<file path="config.mk">
export PLATFORM = sky130hd
export DESIGN_NAME = fpga_bridge_fifo_flat
export DESIGN_NICKNAME = d
export VERILOG_FILES = /design/src/rtl/fpga_bridge_pkg.sv /design/src/rtl/fpga_bridge_fifo_if.sv /design/src/rtl/bridge_sync_fifo.sv /design/src/rtl/fpga_bridge_fifo.sv /design/src/flat_wrapper.sv
export SDC_FILE = /design/constraint.sdc
export NUM_CORES = 1
export LEC_CHECK = 0
export ABC_AREA = 1
export BUFFER_PORTS_ARGS = -buffer_cell sky130_fd_sc_hd__buf_2
export CAP_MARGIN = 20
export CORE_ASPECT_RATIO = 0.75
export CORE_UTILIZATION = 35
export CTS_BUF_LIST = sky130_fd_sc_hd__clkbuf_4
export CTS_CLUSTER_DIAMETER = 40
export DETAILED_ROUTE_END_ITERATION = 16
export GPL_ROUTABILITY_DRIVEN = 1
export GPL_TIMING_DRIVEN = 0
export PLACE_DENSITY = 0.56
export SETUP_SLACK_MARGIN = 0.5
export SLEW_MARGIN = 20
export SYNTH_ARGS = -nofsm -noshare
export SYNTH_HDL_FRONTEND = slang
export SYNTH_SLANG_ARGS = --single-unit
</file>
<file path="constraint.sdc">
create_clock -name clock -period 2.5 [get_ports clock]
set_input_delay 0.375 -clock clock [delete_from_list [all_inputs] [get_ports clock]]
set_output_delay 0.375 -clock clock [all_outputs]
set_load 0.02 [all_outputs]
</file>
<file path="src/rtl/fpga_bridge_pkg.sv">
// Shared definitions for the FPGA bridge FIFO: forwarding FSM state encoding
// and default sizing.
package fpga_bridge_pkg;

    localparam int unsigned STATE_W            = 2;
    localparam int unsigned DEFAULT_DATA_WIDTH = 8;
    localparam int unsigned DEFAULT_DEPTH      = 4;

    typedef enum logic [STATE_W-1:0] {
        IDLE  = 2'd0,
        START = 2'd1,
        WAIT  = 2'd2,
        DONE  = 2'd3
    } state_t;

endpackage

</file>
<file path="src/rtl/fpga_bridge_fifo_if.sv">
// Link-side bus of the bridge FIFO.
//   master : environment side (receiver strobe, transmitter busy; sees status)
//   slave  : bridge side (accepts words, drives transmitter request and status)
interface fpga_bridge_fifo_if #(
    parameter int unsigned DATA_WIDTH = fpga_bridge_pkg::DEFAULT_DATA_WIDTH,
    parameter int unsigned DEPTH      = fpga_bridge_pkg::DEFAULT_DEPTH
);
    localparam int unsigned CNT_W = $clog2(DEPTH) + 1;

    logic [DATA_WIDTH-1:0] data_in;
    logic                  received;
    logic                  busy;
    logic [DATA_WIDTH-1:0] data_out;
    logic                  transmit;
    logic                  processed;
    logic [CNT_W-1:0]      count;
    logic                  full;
    logic                  empty;
    logic                  overflow;
    logic                  tx_error;

    modport master (
        output data_in, received, busy,
        input  data_out, transmit, processed, count, full, empty, overflow, tx_error
    );

    modport slave (
        input  data_in, received, busy,
        output data_out, transmit, processed, count, full, empty, overflow, tx_error
    );

endinterface

</file>
<file path="src/rtl/bridge_sync_fifo.sv">
// Synchronous DEPTH-entry FIFO with sticky overflow detection.
// Ports:
//   clock, reset      : clock, synchronous active-low reset
//   push, push_data   : write request; ignored (and flagged) when full
//   pop               : read request; advances the read pointer when not empty
//   pop_data_c        : head word (combinational view of the read pointer)
//   count/full/empty  : registered occupancy status
//   overflow          : sticky, set when a push arrives while full
module bridge_sync_fifo
    import fpga_bridge_pkg::*;
#(
    parameter int unsigned DATA_WIDTH = DEFAULT_DATA_WIDTH,
    parameter int unsigned DEPTH      = DEFAULT_DEPTH
) (
    input  logic                       clock,
    input  logic                       reset,
    input  logic                       push,
    input  logic [DATA_WIDTH-1:0]      push_data,
    input  logic                       pop,
    output logic [DATA_WIDTH-1:0]      pop_data_c,
    output logic [$clog2(DEPTH):0]     count,
    output logic                       full,
    output logic                       empty,
    output logic                       overflow
);
    localparam int unsigned PTR_W = $clog2(DEPTH);
    localparam int unsigned CNT_W = PTR_W + 1;

    logic [DATA_WIDTH-1:0] mem [DEPTH];
    logic [PTR_W-1:0]      wr_ptr;
    logic [PTR_W-1:0]      rd_ptr;
    logic [CNT_W-1:0]      count_q;
    logic [CNT_W-1:0]      count_nxt;
    logic                  full_q;
    logic                  empty_q;
    logic                  overflow_q;
    logic                  push_ok;
    logic                  pop_ok;

    // full/empty are the pre-edge values, so a push while full is dropped
    // even when a pop happens on the same edge.
    assign push_ok = push && !full_q;
    assign pop_ok  = pop && !empty_q;

    // Next occupancy; simultaneous push and pop leave it unchanged.
    always_comb begin
        count_nxt = count_q;
        case ({push_ok, pop_ok})
            2'b10:   count_nxt = count_q + CNT_W'(1);
            2'b01:   count_nxt = count_q - CNT_W'(1);
            default: count_nxt = count_q;
        endcase
    end

    // Pointers and status; power-of-two DEPTH lets the pointers wrap naturally.
    always_ff @(posedge clock) begin
        if (!reset) begin
            wr_ptr     <= '0;
            rd_ptr     <= '0;
            count_q    <= '0;
            full_q     <= 1'b0;
            empty_q    <= 1'b1;
            overflow_q <= 1'b0;
        end else begin
            if (push_ok) wr_ptr <= wr_ptr + PTR_W'(1);
            if (pop_ok)  rd_ptr <= rd_ptr + PTR_W'(1);
            count_q    <= count_nxt;
            full_q     <= (count_nxt == CNT_W'(DEPTH));
            empty_q    <= (count_nxt == '0);
            overflow_q <= overflow_q | (push && full_q);
        end
    end

    // Storage array; contents need no reset.
    always_ff @(posedge clock) begin
        if (push_ok) mem[wr_ptr] <= push_data;
    end

    assign pop_data_c = mem[rd_ptr];
    assign count      = count_q;
    assign full       = full_q;
    assign empty      = empty_q;
    assign overflow   = overflow_q;

endmodule

</file>
<file path="src/rtl/fpga_bridge_fifo.sv">
// Buffered FPGA-to-FPGA bridge: queues received words and forwards them one
// at a time to the link transmitter with a start/busy handshake.
// Ports:
//   clock, reset : clock, synchronous active-low reset
//   bus (slave)  : data_in/received from the receiver, busy from the
//                  transmitter; data_out/transmit/processed to the
//                  transmitter; count/full/empty/overflow/tx_error status
// Optional build macro FPGA_BRIDGE_TIMEOUT_EN: abandon a word if busy does
// not rise within TIMEOUT cycles of the start request and pulse tx_error.
module fpga_bridge_fifo
    import fpga_bridge_pkg::*;
#(
    parameter int unsigned DATA_WIDTH = DEFAULT_DATA_WIDTH,
    parameter int unsigned DEPTH      = DEFAULT_DEPTH,
    parameter int unsigned TIMEOUT    = 255
) (
    input  logic          clock,
    input  logic          reset,
    fpga_bridge_fifo_if.slave bus
);
    localparam int unsigned CNT_W = $clog2(DEPTH) + 1;

    if (DEPTH < 2 || (DEPTH & (DEPTH - 1)) != 0 || TIMEOUT == 0) begin : g_bad_cfg
        $error("fpga_bridge_fifo: DEPTH must be a power of two >= 2 and TIMEOUT >= 1");
    end

    state_t                state_q;
    state_t                state_nxt;
    logic                  pop;
    logic [DATA_WIDTH-1:0] head_c;
    logic [DATA_WIDTH-1:0] data_out_q;
    logic                  transmit_q;
    logic                  processed_q;
    logic [CNT_W-1:0]      fifo_count;
    logic                  fifo_full;
    logic                  fifo_empty;
    logic                  fifo_overflow;

    bridge_sync_fifo #(
        .DATA_WIDTH (DATA_WIDTH),
        .DEPTH      (DEPTH)
    ) u_fifo (
        .clock      (clock),
        .reset      (reset),
        .push       (bus.received),
        .push_data  (bus.data_in),
        .pop        (pop),
        .pop_data_c (head_c),
        .count      (fifo_count),
        .full       (fifo_full),
        .empty      (fifo_empty),
        .overflow   (fifo_overflow)
    );

`ifdef FPGA_BRIDGE_TIMEOUT_EN
    localparam int unsigned TMO_W = $clog2(TIMEOUT + 1);

    logic [TMO_W-1:0] tmo_cnt_q;
    logic             tmo_hit;
    logic             tx_error_q;
`endif

    // Forwarding FSM next state; the pop happens only on IDLE->START.
    always_comb begin
        state_nxt = state_q;
        pop       = 1'b0;
`ifdef FPGA_BRIDGE_TIMEOUT_EN
        tmo_hit   = 1'b0;
`endif
        case (state_q)
            IDLE: begin
                if (!fifo_empty) begin
                    pop       = 1'b1;
                    state_nxt = START;
                end
            end
            START: begin
                // busy rising on the timeout edge still wins
                if (bus.busy) begin
                    state_nxt = WAIT;
`ifdef FPGA_BRIDGE_TIMEOUT_EN
                end else if (tmo_cnt_q == TMO_W'(TIMEOUT - 1)) begin
                    state_nxt = IDLE;
                    tmo_hit   = 1'b1;
`endif
                end
            end
            WAIT: begin
                if (!bus.busy) state_nxt = DONE;
            end
            DONE:    state_nxt = IDLE;
            default: state_nxt = IDLE;
        endcase
    end

    // State register plus outputs registered from the next state so that
    // transmit/processed track the state register exactly.
    always_ff @(posedge clock) begin
        if (!reset) begin
            state_q     <= IDLE;
            data_out_q  <= '0;
            transmit_q  <= 1'b0;
            processed_q <= 1'b0;
        end else begin
            state_q     <= state_nxt;
            if (pop) data_out_q <= head_c;
            transmit_q  <= (state_nxt == START);
            processed_q <= (state_nxt == DONE);
        end
    end

`ifdef FPGA_BRIDGE_TIMEOUT_EN
    // Counts START cycles; cleared whenever the FSM is elsewhere so it starts
    // from zero on every START entry.
    always_ff @(posedge clock) begin
        if (!reset) begin
            tmo_cnt_q  <= '0;
            tx_error_q <= 1'b0;
        end else begin
            if (state_q != START) tmo_cnt_q <= '0;
            else                  tmo_cnt_q <= tmo_cnt_q + TMO_W'(1);
            tx_error_q <= tmo_hit;
        end
    end

    assign bus.tx_error = tx_error_q;
`else
    assign bus.tx_error = 1'b0;
`endif

    assign bus.data_out  = data_out_q;
    assign bus.transmit  = transmit_q;
    assign bus.processed = processed_q;
    assign bus.count     = fifo_count;
    assign bus.full      = fifo_full;
    assign bus.empty     = fifo_empty;
    assign bus.overflow  = fifo_overflow;

endmodule
</file>
<file path="src/flat_wrapper.sv">
// flat-port wrapper written by rule: the top's interface ports become plain ports
module fpga_bridge_fifo_flat import fpga_bridge_pkg::*;
#(
    parameter int unsigned DATA_WIDTH = DEFAULT_DATA_WIDTH,
    parameter int unsigned DEPTH      = DEFAULT_DEPTH,
    parameter int unsigned TIMEOUT    = 255
)
  (clock, reset, bus_data_in, bus_received, bus_busy, bus_data_out, bus_transmit, bus_processed, bus_count, bus_full, bus_empty, bus_overflow, bus_tx_error);
  fpga_bridge_fifo_if #(.DATA_WIDTH(DATA_WIDTH), .DEPTH(DEPTH)) bus_i ();
  input  logic clock;
  input  logic reset;
  input wire logic [$bits(bus_i.data_in)-1:0] bus_data_in;
  input wire logic [$bits(bus_i.received)-1:0] bus_received;
  input wire logic [$bits(bus_i.busy)-1:0] bus_busy;
  output wire logic [$bits(bus_i.data_out)-1:0] bus_data_out;
  output wire logic [$bits(bus_i.transmit)-1:0] bus_transmit;
  output wire logic [$bits(bus_i.processed)-1:0] bus_processed;
  output wire logic [$bits(bus_i.count)-1:0] bus_count;
  output wire logic [$bits(bus_i.full)-1:0] bus_full;
  output wire logic [$bits(bus_i.empty)-1:0] bus_empty;
  output wire logic [$bits(bus_i.overflow)-1:0] bus_overflow;
  output wire logic [$bits(bus_i.tx_error)-1:0] bus_tx_error;
  assign bus_i.data_in = bus_data_in;
  assign bus_i.received = bus_received;
  assign bus_i.busy = bus_busy;
  assign bus_data_out = bus_i.data_out;
  assign bus_transmit = bus_i.transmit;
  assign bus_processed = bus_i.processed;
  assign bus_count = bus_i.count;
  assign bus_full = bus_i.full;
  assign bus_empty = bus_i.empty;
  assign bus_overflow = bus_i.overflow;
  assign bus_tx_error = bus_i.tx_error;
  fpga_bridge_fifo #(.DATA_WIDTH(DATA_WIDTH), .DEPTH(DEPTH), .TIMEOUT(TIMEOUT)) u_core (.clock(clock), .reset(reset), .bus(bus_i));
endmodule
</file>
Word-level counts from Yosys, hierarchy flattened. Memory sizes are Yosys's and may differ from the RTL's. A register that Yosys moved wholly into a read port is not among the register bits. Index checks and enable logic that the tools add are counted.

Flip-flop bits (word level): 14. Bits in writable memories: 32. Bits of input ports: 12. Logic and storage cells: 40. Memories: 1.

Memories: u_core.u_fifo.mem (depth 4, bits a word 8, read ports 1, clocked after Yosys merged registers in 1, wr ports 1, RTL line bridge_sync_fifo.sv:29) `logic [DATA_WIDTH-1:0] mem [DEPTH];`.

Add/subtract/negate cells: 4. Equal/unequal tests: 8. Muxes and demuxes: 9. Bitwise operators: 1. Reductions and logical operators: 8.

Operators with widths (number): equality test 2 bit (second input constant) (4); one-hot mux 2 bit (4 select lines) (1); equality test 2 x 1 -> 1 bit (second input constant) (3); two-way mux 2 bit (3); one-hot mux 3 bit (2 select lines) (1); adder 2 x 1 -> 2 bit (second input constant) (2); two-way mux 1 bit (4); adder 3 x 1 -> 3 bit (second input constant) (1); equality test 3 bit (second input constant) (1); logical AND 1 bit (3); logical NOT 1 bit (3); logical NOT 3 bit (1); subtractor 3 x 1 -> 3 bit (second input constant) (1); logical NOT 2 bit (1); OR 1 bit (1).

Depth between registers and ports, before layout.
Word-level depth: 6. Mapped depth: 13. Gate-level depth less buffers: 12.

By module. Synthesis repeated with hierarchy kept, for this count alone.

Cells, all modules: 204. Area total of the unflattened synthesis: 2207.1 µm².

By module, submodules not included: bridge_sync_fifo (instances 1, cells an instance 147, area an instance 1741.7 µm²); fpga_bridge_fifo (instances 1, cells an instance 57, area an instance 465.4 µm²).

Worst setup path before layout. Ideal clock, no wire load.

Kind: register -> register. Start point: register u_core.u_fifo.empty_q (netlist: u_core.u_fifo.empty). End point: register u_core.u_fifo.full_q (netlist: u_core.u_fifo.full). Data arrival time: 1.779 ns. Data required time: 2.383 ns. Path slack: 0.604 ns. Cell stages (with the launch flop): 13. Path buffers: 1. Period minus slack after synthesis: 1.896 ns. Path through: dfxtp_1 -> inv_1 -> nand2_4 -> clkinv_4 -> buf_12 -> ha_1 -> fa_1 -> nand2_1 -> nand3_1 -> nand2_1 -> nand2_1 -> nand2_1 -> nor2_1.

Word-level cells in the longest chain between the ends: 6.

Ends and longest elaborated chain: from (decl) (RTL line bridge_sync_fifo.sv:35) `logic empty_q;`; from (signal assigned) (RTL line bridge_sync_fifo.sv:69) `empty_q <= (count_nxt == '0);`; two-way mux 1 bit (RTL line fpga_bridge_fifo.sv:72) `if (!fifo_empty) begin`; two-way mux 1 bit (RTL line fpga_bridge_fifo.sv:70) `case (state_q)`; logical AND 1 bit (*) (RTL line bridge_sync_fifo.sv:43) `assign pop_ok = pop && !empty_q;`; equality test 2 x 1 -> 1 bit / equality test 2 bit (equally long branches) (RTL line bridge_sync_fifo.sv:48) `case ({push_ok, pop_ok})`; one-hot mux 3 bit (2 select lines) (*) (RTL line bridge_sync_fifo.sv:48); equality test 3 bit (*) (RTL line bridge_sync_fifo.sv:68) `full_q <= (count_nxt == CNT_W'(DEPTH));`; to (signal assigned) (RTL line bridge_sync_fifo.sv:68); to (decl) (RTL line bridge_sync_fifo.sv:34) `logic full_q;`.

Mark *: on every way between the ends. The rest lies on a longest branch, timed or not. A chain may end at the register's enable or synchronous reset.

Worst setup path in the final report.
Start point: register u_core.state_q[1]. End point: register u_core.u_fifo.empty_q (netlist: u_core.u_fifo.empty).

Word-level cells in the longest chain between the ends: 6.

Ends and longest elaborated chain: from (decl) (RTL line fpga_bridge_fifo.sv:27) `state_t state_q;`; from (signal assigned) (RTL line fpga_bridge_fifo.sv:105) `state_q <= state_nxt;`; logical NOT 2 bit (*) (RTL line fpga_bridge_fifo.sv:70); two-way mux 1 bit (*) (RTL line fpga_bridge_fifo.sv:70); logical AND 1 bit (*) (RTL line bridge_sync_fifo.sv:43); equality test 2 x 1 -> 1 bit / equality test 2 bit (equally long branches) (RTL line bridge_sync_fifo.sv:48); one-hot mux 3 bit (2 select lines) (*) (RTL line bridge_sync_fifo.sv:48); logical NOT 3 bit (*) (RTL line bridge_sync_fifo.sv:69).

Marked as above.

==> flow_metrics.py <==
metrics = {
    "power": {
        "max-vdd-ir-drop_mv": 0.284,
        "p_per_area_nw_per_um2": 1060,
        "p_leak_nw": 1.17,
    },
    "floorplan": {
        "die_area_um2": 6770,
        "die_h_um": 71.5,
        "initial_core_util_pct": 37.5,
        "core_area_um2": 6010,
        "boundaryPins": 29,
        "rows": 24,
        "die_width_um": 94.7,
    },
    "timing": {
        "post-route-period-util_pct": 74.3,
        "period_needed_ns": 1.86,
        "setup_viol": 0,
        "drv_slew": 0,
        "rsz0062_at_grt": "no",
        "fin_skew_ns": 0.0112,
        "max_slew.worst_pin.slew_ns": 0.870,
        "hold_viol_final": 0,
        "fin_setup_tns_ns": 0,
        "fmax_mhz": 538,
        "max_slew_margin_pct": 41.8,
    },
    "worst_setup_path": {
        "timing.rr.start": "u_core.state_q[1]$_SDFF_PN0_",
        "worstPathBufferInverterCount": 2,
        "r2r-end": "u_core.u_fifo.empty$_SDFF_PN1_",
        "path_cells": "nor2_4, nand2_4, inv_8, buf_12, ha_2, fa_1, nand2_1, nand2_1, nor2_2, nand3_1, nand2_1",
        "crit_required_ns": 2.82,
        "cp-start-kind": "register",
        "critical_path.endpoint_type": "register",
        "crit_end": "u_core.u_fifo.empty$_SDFF_PN1_",
        "cp_num_cells": 11,
        "setup.worst_path.class": "register to register",
        "worstPathArrival_ns": 2.18,
        "cp_slowest_stage_delay_ns": 0.41,
        "crit_start": "u_core.state_q[1]$_SDFF_PN0_",
        "r2r_cells": 11,
        "crit_slowest_cell": "fa_1",
        "cp_top_family": "simple AND/OR/NAND/NOR gates",
        "worstPathMaxFanout": 10,
        "reg2reg_slack_ns": 0.64,
        "cp_common_cell": "nand2_1",
    },
    "cells_and_area": {
        "diodes": 0,
        "layout_common_cells": "nand2_1, nor2_1, edfxtp_1",
        "fin_util_pct": 43.3,
        "stdcell_count": 348,
        "area_delta_synth_final_pct": 15.4,
        "final_common_cell": "nand2_1",
        "fill_cells": 615,
        "drive_above_1_share_pct": 21.9,
        "nNetsFinal": 287,
    },
    "clock_network": {
        "htreeDepth": 2,
        "numCtsBuffers": 5,
        "hold_buffers": 0,
        "cts_root_buffer": "clkbuf_4",
        "cts_tree": "done",
        "clock_path_buffers": 2,
        "clk_pin_slew_ns": 0.15,
        "clock_latency_ns": 0.38,
        "clock_sinks": 54,
    },
    "place": {
        "dpl.hpwl_um": 2920,
        "io_buffers": 27,
        "dp.cells": 338,
        "place_congestion": 0.723,
    },
    "yosys": {
        "netlist_instances": 233,
        "syn_area_um2": 2250,
        "yosysWarnings": 0,
        "synth.distinct_cells": 24,
        "synth.ff_latch_count": 54,
        "syn-num-nets": 251,
        "synth_seq_area_share_pct": 62.2,
        "syn_avg_cell_area_um2": 9.67,
    },
    "global_routing": {
        "track_usage_pct": 13.9,
        "gr-total-overflow": 0,
        "antenna_found_initial": 0,
        "grt_pass1_vias": 1398,
        "grt_max_degree": 16,
        "grt_pass1_wl_um": 6900,
    },
    "drt": {
        "antenna_left": 0,
        "via_per_inst": 4.29,
        "drtIter0Drc": 61,
        "routedWlPerCell_um": 12.0,
        "wl_um": 4180,
        "drc": 0,
        "drt-pass1-iter-count": 4,
        "dr_total_vias": 1494,
    },
    "hold_path": {
        "hold_class": "input port to register",
    },
    "outcome": {
        "outcome": "complete, no violations",
    },
    "flow_run": {
        "cap_violations": 0,
    },
}
where the power goes:
part	internal [mW]	switching (mW)	leakage, nW
registers	1.11	0.0726	0.475
clock network	0.234	0.269	0.0463
logic	0.396	0.665	0.644
total	1.74	1.01	1.17
per-layer routing:
| layer | wire length, um | share of wire [%] | track usage, % | vias to the layer above |
|---|---|---|---|---|
| met1 | 2170 | 52 | 20.6 | 660 |
| met3 | 136 | 3.3 | 3.50 | 7 |
| met5 | 0 | 0 | 0 | - |
| li1 | - | - | - | 805 |
| met2 | 1810 | 43 | 19.4 | 22 |
| met4 | 61 | 1.5 | 5.56 | 0 |
how the worst min path moves through the flow:
stage                                      startpoint                                 to  slack (ns)  depth (start not counted)
finish                                 bus_data_in[0]  u_core.u_fifo.mem[1][0]$_DFFE_PP_        0.20                          1
global route                           bus_data_in[0]  u_core.u_fifo.mem[2][0]$_DFFE_PP_        0.18                          1
CTS                                    bus_data_in[0]  u_core.u_fifo.mem[3][0]$_DFFE_PP_        0.19                          1
detailed placement  u_core.u_fifo.overflow$_SDFF_PN0_  u_core.u_fifo.overflow$_SDFF_PN0_        0.46                          2
global placement    u_core.u_fifo.overflow$_SDFF_PN0_  u_core.u_fifo.overflow$_SDFF_PN0_        0.44                          2
floorplan                                       reset     u_core.u_fifo.empty$_SDFF_PN1_        0.44                          1
state kept, by name (all words and copies together) (netlist names):
signal / cells
u_core.u_fifo.mem: 32
u_core.bus.data_out: 8
u_core.u_fifo.count: 3
u_core.state_q: 2
u_core.u_fifo.rd_ptr: 2
u_core.u_fifo.wr_ptr: 2
u_core.bus.processed: 1
u_core.bus.transmit: 1
u_core.u_fifo.empty: 1
u_core.u_fifo.full: 1
u_core.u_fifo.overflow: 1
through the flow:
stage	hold WS (ns)	cell area [um^2]	total power, mW	setup WS, ns
floorplan	0.444	2250	1.95	0.604
global placement	0.445	2490	2.21	0.568
detailed placement	0.457	2490	2.22	0.549
CTS	0.189	2570	2.72	0.503
global route	0.179	2600	2.95	0.543
finish	0.203	2600	2.74	0.643
synth_stat cells:
cell type / n / area, um^2
xnor2_1: 1 / 8.76
inv_2: 1 / 3.75
o21ai_0: 3 / 15.0
nand4_1: 1 / 6.26
ha_1: 5 / 62.6
inv_1: 25 / 93.8
dfxtp_1: 22 / 440
buf_6: 3 / 33.8
a21oi_1: 5 / 25.0
buf_12: 1 / 20.0
nand2_4: 1 / 11.3
nor2_2: 4 / 25.0
o21ai_2: 1 / 8.76
nand3_1: 10 / 50.1
buf_2: 2 / 10.0
o21ai_1: 9 / 45.0
inv_4: 1 / 6.26
clkinv_4: 1 / 8.76
edfxtp_1: 32 / 961
nand2_1: 57 / 214
conb_1: 1 / 3.75
buf_4: 2 / 15.0
fa_1: 1 / 20.0
nor2_1: 44 / 165
cells by family after synthesis:
group	share of synthesized area (%)
and+or+nand+nor	20.9
DFF	62.2
buffers and inverters	8.50
adders and majority gates	3.66
other	0.166
AOI/OAI and AO/OA	4.16
xor gates and xnor gates	0.389
cell type report:
class / instances / area [um^2] / share of cell area, %
Buffer: 8 / 78.8 / 3.03
Clock buffer: 7 / 52.6 / 2.02
Clock inverter: 1 / 30.0 / 1.15
Inverter: 28 / 115 / 4.43
Multi-Input combinational cell: 143 / 671 / 25.8
Sequential cell: 54 / 1410 / 54.0
Tap cell: 78 / 97.6 / 3.75
Timing Repair Buffer: 29 / 150 / 5.77
timing repair:
action / 4_1_cts / 5_1_grt
endpoints found under the setup margin: 0 / 3
setup buffers: 0 / 2
resized for setup: 0 / 7
(Power assumes the default switching activity.)
